### src/rtl/cp0_unit_pkg.sv
// -----------------------------------------------------------------------------
// cp0_unit_pkg
// Shared definitions for the coprocessor-0 block of the multicycle CPU.
// Contents:
//   - CP0 register indices (SR, Cause, EPC, PRId)
//   - SR/Cause bit positions and the number of hardware interrupt lines
//   - helper functions that assemble the architectural SR/Cause read views
// -----------------------------------------------------------------------------
package cp0_unit_pkg;

   // Register indices as they appear in instr[15:11]
   localparam logic [4:0] CP0_SR    = 5'd12;
   localparam logic [4:0] CP0_CAUSE = 5'd13;
   localparam logic [4:0] CP0_EPC   = 5'd14;
   localparam logic [4:0] CP0_PRID  = 5'd15;

   // SR field positions (Cause uses the same 15:10 slot for IP)
   localparam int IM_HI   = 15;
   localparam int IM_LO   = 10;
   localparam int EXL_BIT = 1;
   localparam int IE_BIT  = 0;

   localparam int NUM_HWINT = 6;

   // SR read view: {16'b0, IM, 8'b0, EXL, IE}
   function automatic logic [31:0] packSr(input logic [NUM_HWINT-1:0] im,
                                          input logic exl,
                                          input logic ie);
      return {16'b0, im, 8'b0, exl, ie};
   endfunction

   // Cause read view: {16'b0, IP, 10'b0}
   function automatic logic [31:0] packCause(input logic [NUM_HWINT-1:0] ip);
      return {16'b0, ip, 10'b0};
   endfunction

endpackage

### src/rtl/cp0_unit_sync.sv
// -----------------------------------------------------------------------------
// cp0_unit_sync
// Multi-bit flop-chain synchroniser for asynchronous level-sensitive lines.
// Every bit is independent; no multi-bit coherency is implied.
// Ports:
//   clk      - rising-edge clock
//   rst_n    - asynchronous active-low clear of every stage
//   i_async  - asynchronous input lines
//   o_sync   - lines after STAGES flops
// Parameters:
//   WIDTH    - number of lines
//   STAGES   - chain depth (2 or 3)
// -----------------------------------------------------------------------------
module cp0_unit_sync #(
   parameter int WIDTH  = 6,
   parameter int STAGES = 2
) (
   input  logic             clk,
   input  logic             rst_n,
   input  logic [WIDTH-1:0] i_async,
   output logic [WIDTH-1:0] o_sync
);

   logic [STAGES-1:0][WIDTH-1:0] r_chain;

   // Shift chain: stage 0 samples the raw line, the last stage is the output
   always_ff @(posedge clk or negedge rst_n) begin
      if (!rst_n) begin
         r_chain <= '0;
      end else begin
         r_chain <= {r_chain[STAGES-2:0], i_async};
      end
   end

   assign o_sync = r_chain[STAGES-1];

endmodule

### src/rtl/cp0_unit.sv
// -----------------------------------------------------------------------------
// cp0_unit
// Coprocessor 0: SR, Cause, EPC and PRId registers plus hardware interrupt
// synchronisation and the interrupt request to the controller FSM.
// Ports:
//   clk        - rising-edge clock
//   rst_n      - asynchronous active-low reset
//   i_pc       - PC[31:2], captured into EPC on interrupt entry
//   i_dIn      - mtc0 write data
//   i_a        - CP0 register index (instr[15:11])
//   i_we       - mtc0 write enable (controller CP0Wr)
//   i_exlSet   - interrupt entry strobe (controller exlset)
//   i_exlClr   - eret strobe (controller exlclr), may be held several cycles
//   i_hwInt    - asynchronous device interrupt lines HWInt[7:2]
//   o_intReq   - interrupt request to the controller
//   o_epc      - exception return address [31:2]
//   o_dOut     - mfc0 read data for register i_a
// -----------------------------------------------------------------------------
module cp0_unit
   import cp0_unit_pkg::*;
#(
   parameter logic [31:0] PRID        = 32'h0000_0001,
   parameter int          SYNC_STAGES = 2
) (
   input  logic        clk,
   input  logic        rst_n,
   input  logic [31:2] i_pc,
   input  logic [31:0] i_dIn,
   input  logic [4:0]  i_a,
   input  logic        i_we,
   input  logic        i_exlSet,
   input  logic        i_exlClr,
   input  logic [7:2]  i_hwInt,
   output logic        o_intReq,
   output logic [31:2] o_epc,
   output logic [31:0] o_dOut
);

   logic [NUM_HWINT-1:0] r_im;
   logic                 r_exl;
   logic                 r_ie;
   logic [31:2]          r_epc;
   logic [NUM_HWINT-1:0] r_ip;

   logic [NUM_HWINT-1:0] w_syncOut;
   logic                 w_srWr;
   logic                 w_epcWr;

   assign w_srWr  = i_we && (i_a == CP0_SR);
   assign w_epcWr = i_we && (i_a == CP0_EPC);

   cp0_unit_sync #(
      .WIDTH  (NUM_HWINT),
      .STAGES (SYNC_STAGES)
   ) u_sync (
      .clk     (clk),
      .rst_n   (rst_n),
      .i_async (i_hwInt),
      .o_sync  (w_syncOut)
   );

   // Pending bits follow the synchronised lines every cycle; Cause writes
   // are deliberately ignored so software cannot fake or clear a pending line.
   always_ff @(posedge clk or negedge rst_n) begin
      if (!rst_n) begin
         r_ip <= '0;
      end else begin
         r_ip <= w_syncOut;
      end
   end

   // IM and IE only change through mtc0 to SR; interrupt entry leaves them.
   always_ff @(posedge clk or negedge rst_n) begin
      if (!rst_n) begin
         r_im <= '0;
         r_ie <= 1'b0;
      end else if (w_srWr) begin
         r_im <= i_dIn[IM_HI:IM_LO];
         r_ie <= i_dIn[IE_BIT];
      end
   end

   // EXL: entry beats eret beats software write, so a late mtc0 cannot
   // re-open interrupts during the entry cycle.
   always_ff @(posedge clk or negedge rst_n) begin
      if (!rst_n) begin
         r_exl <= 1'b0;
      end else if (i_exlSet) begin
         r_exl <= 1'b1;
      end else if (i_exlClr) begin
         r_exl <= 1'b0;
      end else if (w_srWr) begin
         r_exl <= i_dIn[EXL_BIT];
      end
   end

   // EPC: hardware capture of the interrupted PC beats an mtc0 to EPC.
   always_ff @(posedge clk or negedge rst_n) begin
      if (!rst_n) begin
         r_epc <= '0;
      end else if (i_exlSet) begin
         r_epc <= i_pc;
      end else if (w_epcWr) begin
         r_epc <= i_dIn[31:2];
      end
   end

   assign o_intReq = (|(r_ip & r_im)) & r_ie & ~r_exl;
   assign o_epc    = r_epc;

   // Read mux reflects registered state only, so a same-cycle write is not
   // visible until after the edge.
   always_comb begin
      o_dOut = 32'h0;
      case (i_a)
         CP0_SR:    o_dOut = packSr(r_im, r_exl, r_ie);
         CP0_CAUSE: o_dOut = packCause(r_ip);
         CP0_EPC:   o_dOut = {r_epc, 2'b00};
         CP0_PRID:  o_dOut = PRID;
         default:   o_dOut = 32'h0;
      endcase
   end

endmodule

### config.mk
export PLATFORM = sky130hd
export DESIGN_NAME = cp0_unit
export DESIGN_NICKNAME = d
export VERILOG_FILES = /design/src/rtl/cp0_unit_pkg.sv /design/src/rtl/cp0_unit_sync.sv /design/src/rtl/cp0_unit.sv
export SDC_FILE = /design/constraint.sdc
export NUM_CORES = 1
export LEC_CHECK = 0
export BUFFER_PORTS_ARGS = -buffer_cell sky130_fd_sc_hd__clkbuf_2
export CAP_MARGIN = 15
export CORE_MARGIN = 1
export CORE_UTILIZATION = 24
export DETAILED_ROUTE_END_ITERATION = 10
export PLACE_DENSITY = 0.47
export SYNTH_ARGS = -nofsm -noshare
export SYNTH_HDL_FRONTEND = slang
export SYNTH_HIERARCHICAL = 1
export SYNTH_SLANG_ARGS = --single-unit
### constraint.sdc
create_clock -name clk -period 2 [get_ports clk]
set_input_delay 0.2 -clock clk [delete_from_list [all_inputs] [get_ports clk]]
set_output_delay 0.2 -clock clk [all_outputs]
set_load 0.02 [all_outputs]
* Word level (Yosys, flattened, before mapping)
Index checks and enable logic that the tools add are counted.
** Word-level totals
- Register bits :: 56
- Bits of input ports :: 78
- Output and inout bits :: 63
- Word-level logic and storage cells :: 26
** Operators by class
- Equal/unequal tests :: 4
- Mux-type cells :: 6
- Bitwise logic cells :: 4
- Reductions and logical operators :: 5
** Operators by type and width (count)
- $pmux W32 S4 :: 1
- $mux W30 :: 2
- $eq A5 B4 Y1 const B :: 4
- $and A6 B6 Y6 :: 1
- $reduce_or A6 Y1 :: 1
- $mux W1 :: 3
- $reduce_bool A3 Y1 :: 1
- $and A1 B1 Y1 :: 2
- $logic_and A1 B1 Y1 :: 2
- $reduce_bool A2 Y1 :: 1
- $not A1 Y1 :: 1

* Logic depth before layout (Yosys ltp)
- Depth in word-level cells :: 5
- Depth in mapped cells :: 5
- Mapped depth without buffers :: 3

* Modules after synthesis
Netlist, hierarchy kept.
** Modules (own cells, without submodules)
- cp0_unit :: times used 1, cells each 267, area each 2670.1 um^2, sequential area each 1101.1 um^2
- cp0_unit_sync :: times used 1, cells each 18, area each 345.3 um^2, sequential area each 300.3 um^2

* Worst setup path before layout
Ideal clock, no wire load.
- Kind :: input -> output
- Start :: input port i_a[4]
- End :: output port o_dOut[16]
- Arrival time :: 1.177 ns
- Data required time :: 1.800 ns
- Path slack :: 0.623 ns
- Stages on the path :: 4
- Buffers on the path :: 1
- Cell sequence :: nand3b_2 -> nor3b_4 -> clkbuf_2 -> and2_1
** Between the ends
- Word-level cells in the longest chain between the ends :: 2
** RTL lines
- start: declaration :: line cp0_unit.sv:29 : input logic [4:0] i_a,
- $eq A5 B4 Y1 :: line cp0_unit.sv:115 : case (i_a)
- $pmux W32 S4 (*) :: line cp0_unit.sv:115
- end: declaration :: line cp0_unit.sv:36 : output logic [31:0] o_dOut
Every way passes the cells marked *; elsewhere a longest branch is shown, timed or not.

* Final worst setup path
- Start :: input port i_a[4]
- End :: output port o_dOut[9]
Same word-level chain as after synthesis.

==> run summary <==
status: completed
Setup violations, final: 0
post-synthesis sequential area ratio: 0.4647
drt pass-1 iters: 4
DR iter-0 viols: 56
Slew HR: 0.4944
TNS Setup: 0 ns
R2R cell count: 3
drt wl/cell: 14.56 microns
Inst Count DP: 567
Ys Warns: 6
worst path required time: 1.80 ns
IO buf count: 140
hold worst-path end: u_sync/r_chain[0]$_DFF_PN0_
Tot GR Track Use: 0.1290
DR vias: 2576
Die Height: 114.1 microns
Final Util: 0.3276
GP Congestion: 0.7361
number of H-tree levels: 2
worst-path maximum fanout: 24
vias in the first global route: 2490
DRC violations left: 0
unrepaired setup endpoints after global routing: false
Cell Rows: 40
achievable frequency: 595.9 MHz
nets: 485
synth top area cells: dfrtp_1 46%, o311ai_2 11%, nand4b_1 8.7%
area used by multi-input combinational logic: 1321 sq um
hold buffer count at CTS: 0
Post-CTS Setup Inserts: 0
Avg Synthesized Cell Area: 10.58 sq um
Final Skew: 0.002231 ns
Synth cell types: 29
final hold slack: 0.01011 ns
clk buf depth: 2
post-synth net total: 363
Synth top cells by count: 56 x dfrtp_1, 38 x nand2_1, 32 x inv_1
area growth from synthesis to final layout: 31.58%
Routed Antenna Nets: 0
clk sinks: 56
Final Slew Violations: 0
CORE AREA: 12110 sq um
vias per inst: 4.472
Post-synth EDFFs: 0
Skew-Pair Late Insertion Delay: 0.29 ns
leakage: 1.936 nW
reg2reg start: r_exl$_DFFE_PN0P_
R2R Path End: r_exl$_DFFE_PN0P_
count leader, synth: dfrtp_1
post-layout min period: 1.678 ns
global-route wire length before repair: 13.11 mm
root buffer cell: clkbuf_16
max-cap viol count: 0
final instance area: 3968 sq um
pwr dens: 689.6 nW/um^2
Detailed Route WL: 8.388 mm
kind of critical path: in2out
PostCTS Resize Cnt: 0
crit end category: output pin
r2r setup slk: 1.07 ns
CTS tree: yes
# IOs: 141
largest area contributor in the netlist: dfrtp_1
largest net degree at the start of global routing: 92
hold depth: 1
Seq. cell area: 1401 sq um
Fillers: 1314
die area: 13020 sq um
Mapped Cells: 285
ys async rst share: 1.000
worst path arrival time: 1.48 ns
starting density of the core: 0.2490
Worst Min Path Start: i_hwInt[2]
share of cells above drive strength 1: 0.4657
Setup crit start kind: primary input
Synth Cell Area: 3015 sq um
Post-DP HPWL: 5.926 mm
grt ovf: 0
Num CTS Buffers: 5
clk slew on worst S/H paths: 0.08 ns
worst hold path type: in2reg
Yosys reg bits: 56
final cycle utilization of the critical path: 0.8391
initial antenna violation count: 0
DP Area: 3811 sq um
Final Hold Viols: 0
Die Wd: 114.1 microns
Peak VDD IR: 0.3248 mV
Yosys top cell area share: 0.4647
Diodes inserted: 0
post-route insts no fill: 576
Synth Flop Type: dfrtp_1
Worst-Margin Slew: 0.7584 ns
[cell usage in the layout (no fill, tap or decap), drive strengths merged]
cell and count:
a21oi 7, a22oi 3, a311o 1, a311oi 1, and2 25, and3 2, and3b 2, buf 7
clkbuf 145, dfrtp 56, dlygate4sd3 1, inv 34, mux2 7, mux2i 6, nand2 38, nand3 2
nand3b 1, nand4b 30, nor2 1, nor2b 1, nor3b 1, nor4 1, o311ai 30, or2 6
[where the power goes]
group	leakage [nW]	total [mW]	switching [mW]	internal, mW
Combinational	1.19	0.529	0.294	0.235
Clock	0.0719	0.895	0.419	0.476
Sequential	0.674	1.31	0.0761	1.24
Total	1.94	2.74	0.789	1.95
[per-layer routing]
metal / track usage / share of wire
met2: 0.2137 / 0.50
met4: 0.03203 / 0.012
met3: 0.02541 / 0.046
met1: 0.1726 / 0.44
met5: 0 / 0
[final cells by class]
type                    instances  share of cell area
flip-flops and latches         56              0.3532
clock inverters                 2            0.004415
clock buffers                   6             0.03248
inverters                      32             0.03027
well taps                     168             0.05298
repair buffers                147              0.1936
multi-input cells             165              0.3330
[flip-flops by register name (all words and copies together), names as in the netlist]
register,cells
o_epc,30
r_im,6
r_ip,6
u_sync/o_sync,6
u_sync/r_chain,6
r_exl,1
r_ie,1
[stage by stage]
stage / power [mW] / worst slack [ns]
2_1_floorplan: 1.644 / 0.6233
3_3_place_gp: 1.864 / 0.3270
3_5_place_dp: 1.873 / 0.3058
4_1_cts: 2.795 / 0.3039
5_1_grt: 2.901 / 0.2129
6_report: 2.736 / 0.3217
[critical path, cell delays in order]
cell and delay (ns):
clkbuf_2 0.08, nand3b_2 0.34, nor3b_4 0.25, buf_4 0.27, and2_1 0.16, clkbuf_2 0.16
[cells by family (layout without fill, tap and decap cells)]
group           count (synthesis)  in the layout  share of synthesized area
buf+inv                        64            187                    0.09710
simple gates                  110            110                     0.2299
compound gates                 42             42                     0.1622
flops                          56             56                     0.4647
mux                            13             13                    0.04606
[worst max-delay path by stage]
stage               startpoint          to  slack, ns  cells after the start
finish                  i_a[4]   o_dOut[9]       0.32                      6
global route            i_a[4]   o_dOut[8]       0.21                      6
CTS                     i_a[4]   o_dOut[5]       0.30                      6
detailed placement      i_a[4]   o_dOut[5]       0.31                      6
global placement        i_a[4]  o_dOut[25]       0.33                      6
floorplan               i_a[4]  o_dOut[16]       0.62                      4
(Power assumes the default switching activity.)
